**src/rtl/if_fetch_pkg.sv**
```systemverilog
// if_fetch_pkg: shared widths, control-level constants and fetch FSM state encodings.
package if_fetch_pkg;

    localparam int STALL_W = 6;
    localparam int ADDR_W  = 32;
    localparam int INST_W  = 32;

    localparam logic [31:0] ZERO32     = 32'h0000_0000;
    localparam logic        RST_ENABLE = 1'b1;
    localparam logic        JUMP       = 1'b1;
    localparam logic        STALL      = 1'b1;
    localparam logic        ENABLE     = 1'b1;
    localparam logic        DISABLE    = 1'b0;

    typedef enum logic {
        IF_IDLE = 1'b0,
        IF_WAIT = 1'b1
    } if_state_e;

endpackage

```
**src/rtl/if_fetch_icache.sv**
```systemverilog
// if_fetch_icache: direct-mapped instruction cache (present only when ICACHE_EN is defined).
// Ports: clk_in/rst_in/rdy_in; rd_addr_i word address looked up combinationally -> hit_o/rd_data_o;
// fill_en_i/fill_addr_i/fill_data_i write one line. Reset clears valid bits only.
`ifdef ICACHE_EN
module if_fetch_icache #(
    parameter int LINES = 16
) (
    input  logic        clk_in,
    input  logic        rst_in,
    input  logic        rdy_in,
    input  logic [29:0] rd_addr_i,
    output logic        hit_o,
    output logic [31:0] rd_data_o,
    input  logic        fill_en_i,
    input  logic [29:0] fill_addr_i,
    input  logic [31:0] fill_data_i
);

    localparam int IW = $clog2(LINES);
    localparam int TW = 30 - IW;

    logic [LINES-1:0] valid_q;
    logic [TW-1:0]    tag_q  [LINES];
    logic [31:0]      data_q [LINES];
    logic [IW-1:0]    rd_idx;
    logic [IW-1:0]    fill_idx;

    assign rd_idx    = rd_addr_i[IW-1:0];
    assign fill_idx  = fill_addr_i[IW-1:0];
    assign hit_o     = valid_q[rd_idx] && (tag_q[rd_idx] == rd_addr_i[29:IW]);
    assign rd_data_o = data_q[rd_idx];

    always_ff @(posedge clk_in) begin
        if (rst_in) valid_q <= '0;
        else if (rdy_in && fill_en_i) valid_q[fill_idx] <= 1'b1;
    end

    always_ff @(posedge clk_in) begin
        if (rdy_in && fill_en_i) begin
            tag_q[fill_idx]  <= fill_addr_i[29:IW];
            data_q[fill_idx] <= fill_data_i;
        end
    end

endmodule
`endif

```
**src/rtl/if_fetch.sv**
```systemverilog
// if_fetch: fetch stage; holds PC, fetches words over req/done, presents {instE, pc, inst} to IF/ID.
// Ports: clk_in, rst_in (sync, active-high), rdy_in (global enable), stall_in (bit 1 freezes IF),
// pcJump_in/pcTarget_in redirect, mem_done_in/mem_inst_in memory return, if_req_out/if_addr_out
// memory request, stallReq_out, instE_out/pc_out/inst_out to IF/ID.
// Optional: define ICACHE_EN to add a direct-mapped I-cache of ICACHE_LINES words.
module if_fetch
    import if_fetch_pkg::*;
#(
    parameter logic [31:0] RESET_PC     = 32'h0000_0000,
    parameter int          ICACHE_LINES = 16
) (
    input  logic               clk_in,
    input  logic               rst_in,
    input  logic               rdy_in,
    input  logic [STALL_W-1:0] stall_in,
    input  logic               pcJump_in,
    input  logic [ADDR_W-1:0]  pcTarget_in,
    input  logic               mem_done_in,
    input  logic [INST_W-1:0]  mem_inst_in,
    output logic               if_req_out,
    output logic [ADDR_W-1:0]  if_addr_out,
    output logic               stallReq_out,
    output logic               instE_out,
    output logic [ADDR_W-1:0]  pc_out,
    output logic [INST_W-1:0]  inst_out
);

    if_state_e         state_q, state_d;
    logic [ADDR_W-1:0] pc_q, pc_d, addr_q, addr_d, pc_out_q, pc_out_d;
    logic [INST_W-1:0] inst_out_q, inst_out_d, buf_inst_q, buf_inst_d;
    logic              discard_q, discard_d, req_q, req_d, sreq_q, sreq_d;
    logic              inst_e_q, inst_e_d, buf_v_q, buf_v_d;
    logic              stall, done, fill_en, hit;
    logic [INST_W-1:0] hit_inst;

    assign stall = (stall_in[1] == STALL);
    assign done  = (state_q == IF_WAIT) && mem_done_in;

`ifdef ICACHE_EN
    if_fetch_icache #(.LINES(ICACHE_LINES)) u_icache (
        .clk_in      (clk_in),
        .rst_in      (rst_in),
        .rdy_in      (rdy_in),
        .rd_addr_i   (pc_q[31:2]),
        .hit_o       (hit),
        .rd_data_o   (hit_inst),
        .fill_en_i   (fill_en),
        .fill_addr_i (addr_q[31:2]),
        .fill_data_i (mem_inst_in)
    );
    logic unused_stall;
    assign unused_stall = ^{stall_in[STALL_W-1:2], stall_in[0]};
`else
    assign hit      = DISABLE;
    assign hit_inst = ZERO32;
    logic unused_cfg;
    assign unused_cfg = ^{ICACHE_LINES, fill_en, stall_in[STALL_W-1:2], stall_in[0]};
`endif

    always_comb begin
        state_d    = state_q;
        pc_d       = pc_q;
        addr_d     = addr_q;
        discard_d  = discard_q;
        req_d      = req_q;
        sreq_d     = sreq_q;
        inst_e_d   = stall ? inst_e_q : DISABLE;
        pc_out_d   = pc_out_q;
        inst_out_d = inst_out_q;
        buf_v_d    = buf_v_q;
        buf_inst_d = buf_inst_q;
        fill_en    = DISABLE;
        if (pcJump_in == JUMP) begin
            pc_d     = pcTarget_in;
            inst_e_d = DISABLE;
            buf_v_d  = DISABLE;
            if (done) begin
                state_d = IF_IDLE;
                req_d   = DISABLE;
                sreq_d  = DISABLE;
            end else if (state_q == IF_WAIT) begin
                // the issued request cannot be withdrawn, so its return must be dropped
                discard_d = ENABLE;
            end
        end else if (done) begin
            state_d   = IF_IDLE;
            req_d     = DISABLE;
            sreq_d    = DISABLE;
            discard_d = DISABLE;
            if (!discard_q) begin
                fill_en = ENABLE;
                if (stall) begin
                    // park the word; PC advances when it is finally presented
                    buf_v_d    = ENABLE;
                    buf_inst_d = mem_inst_in;
                end else begin
                    inst_e_d   = ENABLE;
                    pc_out_d   = pc_q;
                    inst_out_d = mem_inst_in;
                    pc_d       = pc_q + 32'd4;
                end
            end
        end else if (state_q == IF_IDLE && !stall) begin
            if (buf_v_q || hit) begin
                inst_e_d   = ENABLE;
                pc_out_d   = pc_q;
                inst_out_d = buf_v_q ? buf_inst_q : hit_inst;
                pc_d       = pc_q + 32'd4;
                buf_v_d    = DISABLE;
            end else begin
                state_d = IF_WAIT;
                req_d   = ENABLE;
                sreq_d  = ENABLE;
                addr_d  = pc_q;
            end
        end
    end

    always_ff @(posedge clk_in) begin
        if (rst_in == RST_ENABLE) begin
            state_q    <= IF_IDLE;
            pc_q       <= RESET_PC;
            addr_q     <= ZERO32;
            discard_q  <= DISABLE;
            req_q      <= DISABLE;
            sreq_q     <= DISABLE;
            inst_e_q   <= DISABLE;
            pc_out_q   <= ZERO32;
            inst_out_q <= ZERO32;
            buf_v_q    <= DISABLE;
            buf_inst_q <= ZERO32;
        end else if (rdy_in) begin
            state_q    <= state_d;
            pc_q       <= pc_d;
            addr_q     <= addr_d;
            discard_q  <= discard_d;
            req_q      <= req_d;
            sreq_q     <= sreq_d;
            inst_e_q   <= inst_e_d;
            pc_out_q   <= pc_out_d;
            inst_out_q <= inst_out_d;
            buf_v_q    <= buf_v_d;
            buf_inst_q <= buf_inst_d;
        end
    end

    assign if_req_out   = req_q;
    assign if_addr_out  = addr_q;
    assign stallReq_out = sreq_q;
    assign instE_out    = inst_e_q;
    assign pc_out       = pc_out_q;
    assign inst_out     = inst_out_q;

endmodule
```
**config.mk**
```make
export PLATFORM = sky130hd
export DESIGN_NAME = if_fetch
export DESIGN_NICKNAME = d
export VERILOG_FILES = /design/src/rtl/if_fetch_pkg.sv /design/src/rtl/if_fetch_icache.sv /design/src/rtl/if_fetch.sv
export SDC_FILE = /design/constraint.sdc
export NUM_CORES = 1
export LEC_CHECK = 0
export ABC_AREA = 1
export CORE_UTILIZATION = 40
export DETAILED_ROUTE_END_ITERATION = 8
export PLACE_DENSITY = 0.64
export SLEW_MARGIN = 5
export SYNTH_ARGS = -nofsm -noshare
export SYNTH_HDL_FRONTEND = slang
export SYNTH_SLANG_ARGS = --single-unit
export TNS_END_PERCENT = 10
```
**constraint.sdc**
```tcl
create_clock -name clk_in -period 1.9 [get_ports clk_in]
set_input_delay 0.57 -clock clk_in [delete_from_list [all_inputs] [get_ports clk_in]]
set_output_delay 0.57 -clock clk_in [all_outputs]
set_load 0.03 [all_outputs]
```
After elaboration in Yosys (flattened, before gate mapping)
Cells that the tools add are included.

storage, ports and cells
  bits in registers = 164
  input port bits = 75
  output and inout bits = 99
  logic and storage cells = 75

cells by class
  add/sub/neg operators = 1
  eq/ne operators = 8
  multiplexer cells = 36
  bitwise operators = 5
  reduce and logical (&&, ||, !) cells = 16

operators with widths
  cell                                                                     number
  32-bit two-way mux                                                       16
  32-bit by 3-bit adder with 32-bit output, second input constant          1
  1-bit two-way mux                                                        20
  5-bit AND reduction                                                      3
  4-bit AND reduction                                                      3
  3-bit inequality test, second input constant                             3
  2-bit nonzero test                                                       4
  2-bit inequality test, second input constant                             3
  6-bit AND reduction                                                      1
  3-bit nonzero test                                                       2
  1-bit NOT                                                                5
  2-bit by 1-bit inequality test with 1-bit output, second input constant  2
  1-bit logical AND                                                        2
  1-bit zero test                                                          1

Depth between registers and ports, before layout
Gate-level depths: netlist of run 1.

  depth in word-level cells = 5
  depth in mapped cells = 10
  gate-level depth less buffers = 10

Least setup slack after synthesis of run 1
No wires, ideal clock.

  path kind = register -> register
  start = register stallReq_out (netlist name)
  end = register pc_out_q[25] (netlist: pc_out[25])
  setup time = 0.119 ns
  arrival time = 1.598 ns
  data required time = 1.781 ns
  setup slack = 0.183 ns
  cell stages (with the launch flop) = 10
  path buffers = 2
  period minus slack after synthesis = 1.717 ns
  cell sequence = dfxtp_1 > nand2_2 > nor2_1 > nor2_1 > nand2_2 > inv_2 > buf_4 > buf_4 > o21ai_1 > a21oi_1

RTL lines
  item                  RTL line         source
  to (signal assigned)  if_fetch.sv:140  pc_out_q <= pc_out_d;
  to (decl)             if_fetch.sv:29   logic [ADDR_W-1:0] pc_q, pc_d, addr_q, addr_d, pc_out_q, pc_out_d;

==> results list, run 1 <==
- Post-route clock period utilization: 0.967
- The clock reaches the later pin of the worst-skew pair after 0.43 ns.
* XOR/XNOR Fraction of Synth Area: 0.00377
- Area occupied by multi-input gates: 3250 sq um
- Number of antenna cells inserted: 0
- Average wire per standard cell: 14.5 microns
- The smallest clock period supported by the final layout is computed as 1.84 ns.
- After detailed routing, the number of remaining DRC violations is 0.
* Initial core utilization: 0.415
- Number of top-level pins: 174
* Routability congestion estimate from global placement: 0.893
- Hold violation count in the final report: 0
- Sequential Power Share: 0.459
- Via/cell ratio: 5.05
- The synthesized design contains 164 register bits.
- The worst hold path was traced through 2 stages.
- At the placement stage, the worst setup path has a slack of -0.385 ns.
- Post-synth cell types: 27
- Clock tree root buffer cell: sky130_fd_sc_hd__clkbuf_16
- The die is 134 microns tall.
- The clock drives 164 sinks.
- Port buffering added 168 buffers.
- Dividing total power by cell area gives a power density of 818 nW/um^2.
- Of the total synthesized cell area, the portion taken by full adders, half adders and majority gates is 0.00179.
* Tightest Hold Check Type: reg -> reg
- Largest net degree at the start of global routing: 44
- Setup violations remaining at the end of the flow were counted as 0.
- First-pass GRT wire length: 32.8 mm
- The total area inside the core boundary comes to 16800 sq um.
- Total design power: 7.88 mW
- Iteration-0 DRC Markers: 409
- CTS Hold Bufs: 0
* Utilization of the core after routing: 0.572
- Worst-case clock skew: 0.0103 ns
- The path with the worst hold slack has its endpoint at discard_q.
* Synth-to-Final Area Change: 37.9%
- Power spent charging and discharging nets: 2.01 mW
- The total count of max-transition violations in the final report is 0.
- Post-CTS setup repair buffer count: 0
* Critical path launch point type: flop
- Derived from the worst setup path, the maximum achievable clock frequency is 544 MHz.
- From left edge to right edge, the die measures 134 microns.
- The number of nets handed over by synthesis was 1071.
- Once detail routing completed, the nets flagged for antenna violations numbered 0.
- TritonCTS built the clock tree.
- Maximum clock insertion buffer count: 2
- In this run the critical register-to-register path is captured at pc_q[14].
- Internal: 5.87 mW
- Once layout is done, the placed cells without fillers occupy 9620 sq um.
- RSZ-0062 raised after global routing: true
- Portion of the post-synthesis area used by sequential elements: 0.471
* Critical register-to-register path startpoint: pc_q[2]
* Row count: 47
* Initial antenna violation count: 0
* Final TNS setup: 0 ns
- In the final layout, the share of cells above drive strength 1 is 0.0823.
- Worst setup path class: reg -> out
* Static Leak: 3.93 nW
- Synthesis handed over a netlist of 995 instances.
- The pre-antenna-repair detailed-routing pass consisted of 5 iterations.
- Among all stages on the critical path, the largest delay is contributed by sky130_fd_sc_hd__dfxtp_1.
- After synthesis, the largest family of logic cells by area is simple AND/OR/NAND/NOR gates.
* Post-Syn Area per Cell: 7.01 sq um
* Via count of the routed design: 7068
* Combined area of all synthesized cells: 6980 sq um
* Number of nets in the layout: 1242
- Fillers: 1673
* Cell breakdown of the critical path: clkdlybuf4s15_1
- Of the total power, the share spent switching nets is 0.255.
- # Max-Cap Violations: 0
- The synthesized-area fraction occupied by ao, oa, aoi and oai cells came to 0.207.
* Simple-gate share of the synthesized area: 0.251
- Area taken by flip-flops and latches: 3280 sq um
- Worst slew margin relative to its limit: 0.751
* Gr ovfl total: 0
- Clk pwr share: 0.439
- CTS buffer count: 17
* Outcome: finished clean
* Worst endpoint data arrival time: 1.27 ns
- Number of global-route vias before repair: 6573
- The portion of synthesized area spent on multiplexers is 0.
* Max stage delay on crit path: 0.44 ns
* Count of buffer and inverter cells on the critical path: 1
* Wire length reported by the detailed router: 20.3 mm
* Die Footprint: 18000 sq um
* Worst R2R Path Depth: 9
- The worst path meets setup with 0.0633 ns of slack.
- Combinational group share of total power: 0.102
* Reg2Reg Setup Slack: 0.16 ns
- Clock-pin slew was measured on the worst setup and hold paths at 0.06 ns.
- The worst setup path is captured at an output port.
* Required time at the worst-slack endpoint: 1.33 ns
- Detailed Place HPWL: 14.2 mm
* VDD IR-drop max: 627 uV
- The placed instances occupy a cell area of 9140 sq um.
- The cell family contributing the most delay on the critical path is flip-flops.
- GRT Total Usage: 0.230
- For the pin with the worst max-slew slack, the measured transition is 0.374 ns.
- The H-tree generated during clock tree synthesis spans 4 levels.
* Crit path max fanout: 6
- The startpoint identified for the worst hold timing path is discard_q.
- Warnings from Yosys: 0
## area by class of cell
type                    count  share of cell area
clock buffers              19              0.0460
clock inverters            13              0.0153
flip-flops and latches    164               0.341
inverters                  44              0.0176
repair buffers            215               0.213
multi-input cells         724               0.338
well taps                 220              0.0286
## worst max-delay path by stage
stage | startpoint | to | depth (start not counted)
after floorplan | stallReq_out | pc_out[25] | 9
after global placement | mem_done_in | pc_out[23] | 10
after global routing | rdy_in | pc_q[4] | 7
after detailed placement | mem_done_in | pc_out[23] | 10
after CTS | stallReq_out | stallReq_out | 1
final | stallReq_out | if_req_out | 1
## per-stage QoR
step | hold WS, ns | instances
floorplan | 0.439 | 995
global placement | 0.454 | 1367
detailed placement | 0.467 | 1367
CTS | 0.476 | 1399
global route | 0.491 | 1399
finish | 0.474 | 1399
## state kept, by name, summed over array words and instances (netlist names)
signal / flops
if_addr_out: 32
discard_q: 1
stallReq_out: 1
inst_out: 32
buf_inst_q: 32
buf_v_q: 1
instE_out: 1
pc_q: 32
pc_out: 32
## timing repair
action                     4_1_cts  5_1_grt
pin swaps                        0        0
gates resized for setup         99       21
setup endpoints to repair       99       68
cloned                           0        0
## synth_stat cells
cell type	n	area, sq um
sky130_fd_sc_hd__or2_2	1	6.26
sky130_fd_sc_hd__buf_1	2	7.51
sky130_fd_sc_hd__a21oi_2	1	8.76
sky130_fd_sc_hd__buf_6	2	22.5
sky130_fd_sc_hd__o211ai_1	3	22.5
sky130_fd_sc_hd__o21a_1	2	15.0
sky130_fd_sc_hd__nand3_1	45	225
sky130_fd_sc_hd__nor2_1	178	668
sky130_fd_sc_hd__nand2_1	208	781
sky130_fd_sc_hd__a31oi_1	36	225
sky130_fd_sc_hd__inv_1	38	143
sky130_fd_sc_hd__nand4_1	1	6.26
sky130_fd_sc_hd__buf_4	5	37.5
sky130_fd_sc_hd__dfxtp_1	164	3280
sky130_fd_sc_hd__nor3_1	1	5.00
sky130_fd_sc_hd__nand2_2	4	25.0
sky130_fd_sc_hd__xor2_1	3	26.3
sky130_fd_sc_hd__o21ai_1	12	60.1
sky130_fd_sc_hd__clkbuf_1	38	143
sky130_fd_sc_hd__o21ai_0	136	681
sky130_fd_sc_hd__nor2_2	2	12.5
sky130_fd_sc_hd__buf_2	16	80.1
sky130_fd_sc_hd__and2_1	2	12.5
sky130_fd_sc_hd__inv_2	6	22.5
sky130_fd_sc_hd__a21oi_1	87	435
sky130_fd_sc_hd__nor3_2	1	10.0
sky130_fd_sc_hd__ha_1	1	12.5
## logic make-up (layout without fill, tap and decap cells)
family	count (synthesis)	in the layout
xor+xnor	3	3
buf+inv	107	291
fa+ha+maj	1	1
compound gates	277	277
flops	164	164
simple gates	443	443
## power groups by stage
stage	registers, mW	clock network (mW)	logic [mW]
2_1_floorplan	3.78	0	0.331
3_3_place_gp	3.69	0	0.835
3_5_place_dp	3.69	0	0.839
4_1_cts	3.61	3.53	0.806
5_1_grt	3.62	3.68	0.883
6_report	3.61	3.46	0.807
## per-layer routing
metal	vias to the layer above	track usage	part of all wire
met2	198	0.365	0.47
met3	21	0.0605	0.065
met4	0	0.0662	0.012
met1	3226	0.307	0.46
li1	3623	-	-
met5	-	0	0
## placed cells by master, fill, tap and decap left out, drive strengths merged
cell type / instances
and2: 2
o21ai: 148
dfxtp: 164
clkdlybuf4s50: 69
a31oi: 36
or2: 1
bufinv: 2
clkinvlp: 4
nor2: 180
buf: 47
clkbuf: 20
o21a: 2
nor3: 2
a21oi: 88
nand3: 45
xor2: 3
clkdlybuf4s15: 1
nand4: 1
clkinv: 4
o211ai: 3
ha: 1
inv: 47
dlygate4sd2: 97
nand2: 212
No activity file was read; power rests on OpenSTA's default activity.
==> run 2: changes to the inputs <==
--- a/config.mk
+++ b/config.mk
@@ -6,9 +6,12 @@
 export NUM_CORES = 1
 export LEC_CHECK = 0
 export ABC_AREA = 1
-export CORE_UTILIZATION = 40
+export CELL_PAD_IN_SITES_DETAIL_PLACEMENT = 1
+export CELL_PAD_IN_SITES_GLOBAL_PLACEMENT = 2
+export CORE_UTILIZATION = 27
+export CTS_CLUSTER_SIZE = 10
 export DETAILED_ROUTE_END_ITERATION = 8
-export PLACE_DENSITY = 0.64
+export PLACE_DENSITY = 0.77
 export SLEW_MARGIN = 5
 export SYNTH_ARGS = -nofsm -noshare
 export SYNTH_HDL_FRONTEND = slang
==> constraint.sdc (replaced) <==
create_clock -name clk_in -period 1.7 [get_ports clk_in]
set_input_delay 0.51 -clock clk_in [delete_from_list [all_inputs] [get_ports clk_in]]
set_output_delay 0.51 -clock clk_in [all_outputs]
set_load 0.03 [all_outputs]
==> run 2 against run 1 <==
- global-route usage shrank 4.7 points
- clock skew hardly changed
- critical path type unchanged
- critical path depth unchanged
==> results list, run 2 (same netlist as run 1, synthesis figures left out) <==
- The flow ran to the end, and the final reports show no timing, DRC or antenna violations.
- Max-cap violations in this run came to 0.
- In this run the worst hold path is classified as reg -> reg.
* Fillers: 3142
- The first global-routing pass estimated 38.1 mm of wire.
- Level count of the clock H-tree: 4
- Across all layers, the routed design uses 7260 vias.
- Global routing finished with a remaining overflow of 0.
- Clk sinks: 164
* Endpoint type of the worst setup path: output port
* Total design power: 9.03 mW
- Final design area excluding fillers: 10200 sq um
- Floorplan die width: 163 microns
* Detailed-routing iteration count for the pre-antenna-repair pass: 5
* CTS tree: built
* Initial core utilization: 0.276
* Static Leak: 3.90 nW
* Max stage delay on crit path: 0.39 ns
* Worst endpoint data arrival time: 1.16 ns
- Setup slack on the critical path of the routed design comes to 0.0332 ns.
* Clock tree root buffer cell: sky130_fd_sc_hd__clkbuf_16
- The core region is 25300 sq um.
- In this run the deepest clock path goes through 2 buffers.
* Routability congestion estimate from global placement: 0.812
- Entering global routing, the biggest net connects 55 pins.
* Worst hold slack after final layout: 0.468 ns
* Fraction of layout instances using a drive strength above 1: 0.145
- In the global route stage, overall resource usage came out at 0.183.
- Once detailed placement completed, the half-perimeter wirelength came to 17.0 mm.
- Once placement finished, the instance area stood at 9430 sq um.
- For this design the top-level I/O count stands at 174.
- Antenna-violating nets left: 0
* Most frequent cells in the layout: 206 x sky130_fd_sc_hd__nand2_1, 168 x sky130_fd_sc_hd__nor2_1, 159 x sky130_fd_sc_hd__dfxtp_1
* F_max: 600 MHz
- VDD IR-drop max: 538 uV
* Count of input and output buffers: 168
- In the final routed layout, each cell accounts on average for 16.6 microns.
* Fin crit period: 1.67 ns
- The final layout contains 1270 nets.
- Slowest library cell on the worst path: sky130_fd_sc_hd__clkdlybuf4s15_1
- Pre-CTS worst setup slack: -0.478 ns
- The routed design has 25.6 mm of wire.
- Required time at the worst-slack endpoint: 1.19 ns
- Number of global-route vias before repair: 7184
* Clk slew on worst S/H paths: 0.08 ns
- Dividing the final minimum period by the clock period gives 0.980.
- Cell breakdown of the critical path: clkdlybuf4s15_1
* Layout Cells excl Fill: 1541
* Initial antenna violation count: 5
- Counting tap cells, the placed design contains a total of 1493 instances.
- The floorplan has 58 rows.
* Iteration-0 DRC Markers: 312
- The die is 163 microns tall.
- Across the whole layout, storage elements account for 3290 sq um.
- Crit path max fanout: 2
- Final TNS setup: 0 ns
- Hold violation count in the final report: 0
- In this run, CTS created clock tree buffers numbering 17.
- The die covers 26500 sq um.
- Setup repair after global routing left no endpoint under its margin.
* Critical path launch point type: flop
- In this run the power density over the cells is 882 nW/um^2.
- Actual transition at the worst max-transition pin: 0.396 ns
- Worst-case clock skew: 0.00993 ns
* Source-to-sink clock delay at the later pin of the worst-skew pair: 0.42 ns
* Remaining routing DRC violations: 0
* Count of buffer and inverter cells on the critical path: 1
- Worst slew margin relative to its limit: 0.736
* Area occupied by multi-input gates: 3300 sq um
- The number of hold buffers added after CTS was 0.
- The total count of max-transition violations in the final report is 0.
- In the routed layout, each cell is associated on average with a via count of 4.71.
* Synth-to-Final Area Change: 46.8%
- Measured on the finished design, the core utilization comes to 0.405.
- Leading cell type in the layout, fill and taps excluded: sky130_fd_sc_hd__nand2_1
* Setup violation total in the final timing report: 0
- Kind of cell with the highest combined delay on the critical path: buffers and inverters
- By startpoint and endpoint, the worst setup path is classified as reg -> out.
[run 2: final timing paths]
check	startpoint	end	slack, ns	cells past startpoint
max reg2reg	pc_q[2]	pc_q[20]	0.14	9
min reg2reg	discard_q	discard_q	0.47	2
max	if_addr_out[8]	if_addr_out[8]	0.03	1
min	discard_q	discard_q	0.47	2
[run 2: layout make-up]
| type | instances | share of cell area |
|---|---|---|
| inverter | 44 | 0.0170 |
| antenna | 4 | 0.000978 |
| clock buffer | 18 | 0.0429 |
| tap | 330 | 0.0403 |
| clock inverter | 14 | 0.0155 |
| timing repair buffer | 243 | 0.239 |
| multi-input combinational | 724 | 0.322 |
| sequential | 164 | 0.321 |
[run 2: power by group]
part           switching, mW  leakage, nW  internal, mW
Sequential            0.0843         1.33          3.95
Clock                   1.84        0.289          2.14
Combinational          0.573         2.28         0.445
[run 2: metal layers]
layer | vias to the layer above | wire (microns) | global-route usage | share of wire
li1 | 3684 | - | - | -
met1 | 3406 | 11700 | 0.229 | 0.46
met2 | 145 | 12400 | 0.319 | 0.49
met3 | 21 | 1180 | 0.0415 | 0.046
met4 | 4 | 270 | 0.0404 | 0.011
met5 | - | 26 | 0 | 0.0010
[run 2: timing repair]
action | CTS | global route
gates cloned | 0 | 7
setup endpoints to repair | 115 | 205
pin swaps | 0 | 8
gates resized for setup | 136 | 115
buffers inserted | 0 | 5
[run 2: worst reg2reg max path: stages (launching register included)]
cell and delay, ns:
sky130_fd_sc_hd__dfxtp_4 0.37, sky130_fd_sc_hd__ha_2 0.17, sky130_fd_sc_hd__nand2_1 0.07, sky130_fd_sc_hd__nor2_2 0.15, sky130_fd_sc_hd__buf_4 0.14, sky130_fd_sc_hd__nand3_1 0.15, sky130_fd_sc_hd__o21ai_0 0.19, sky130_fd_sc_hd__nand3_1 0.09
sky130_fd_sc_hd__nand2_1 0.06, sky130_fd_sc_hd__a21oi_1 0.05
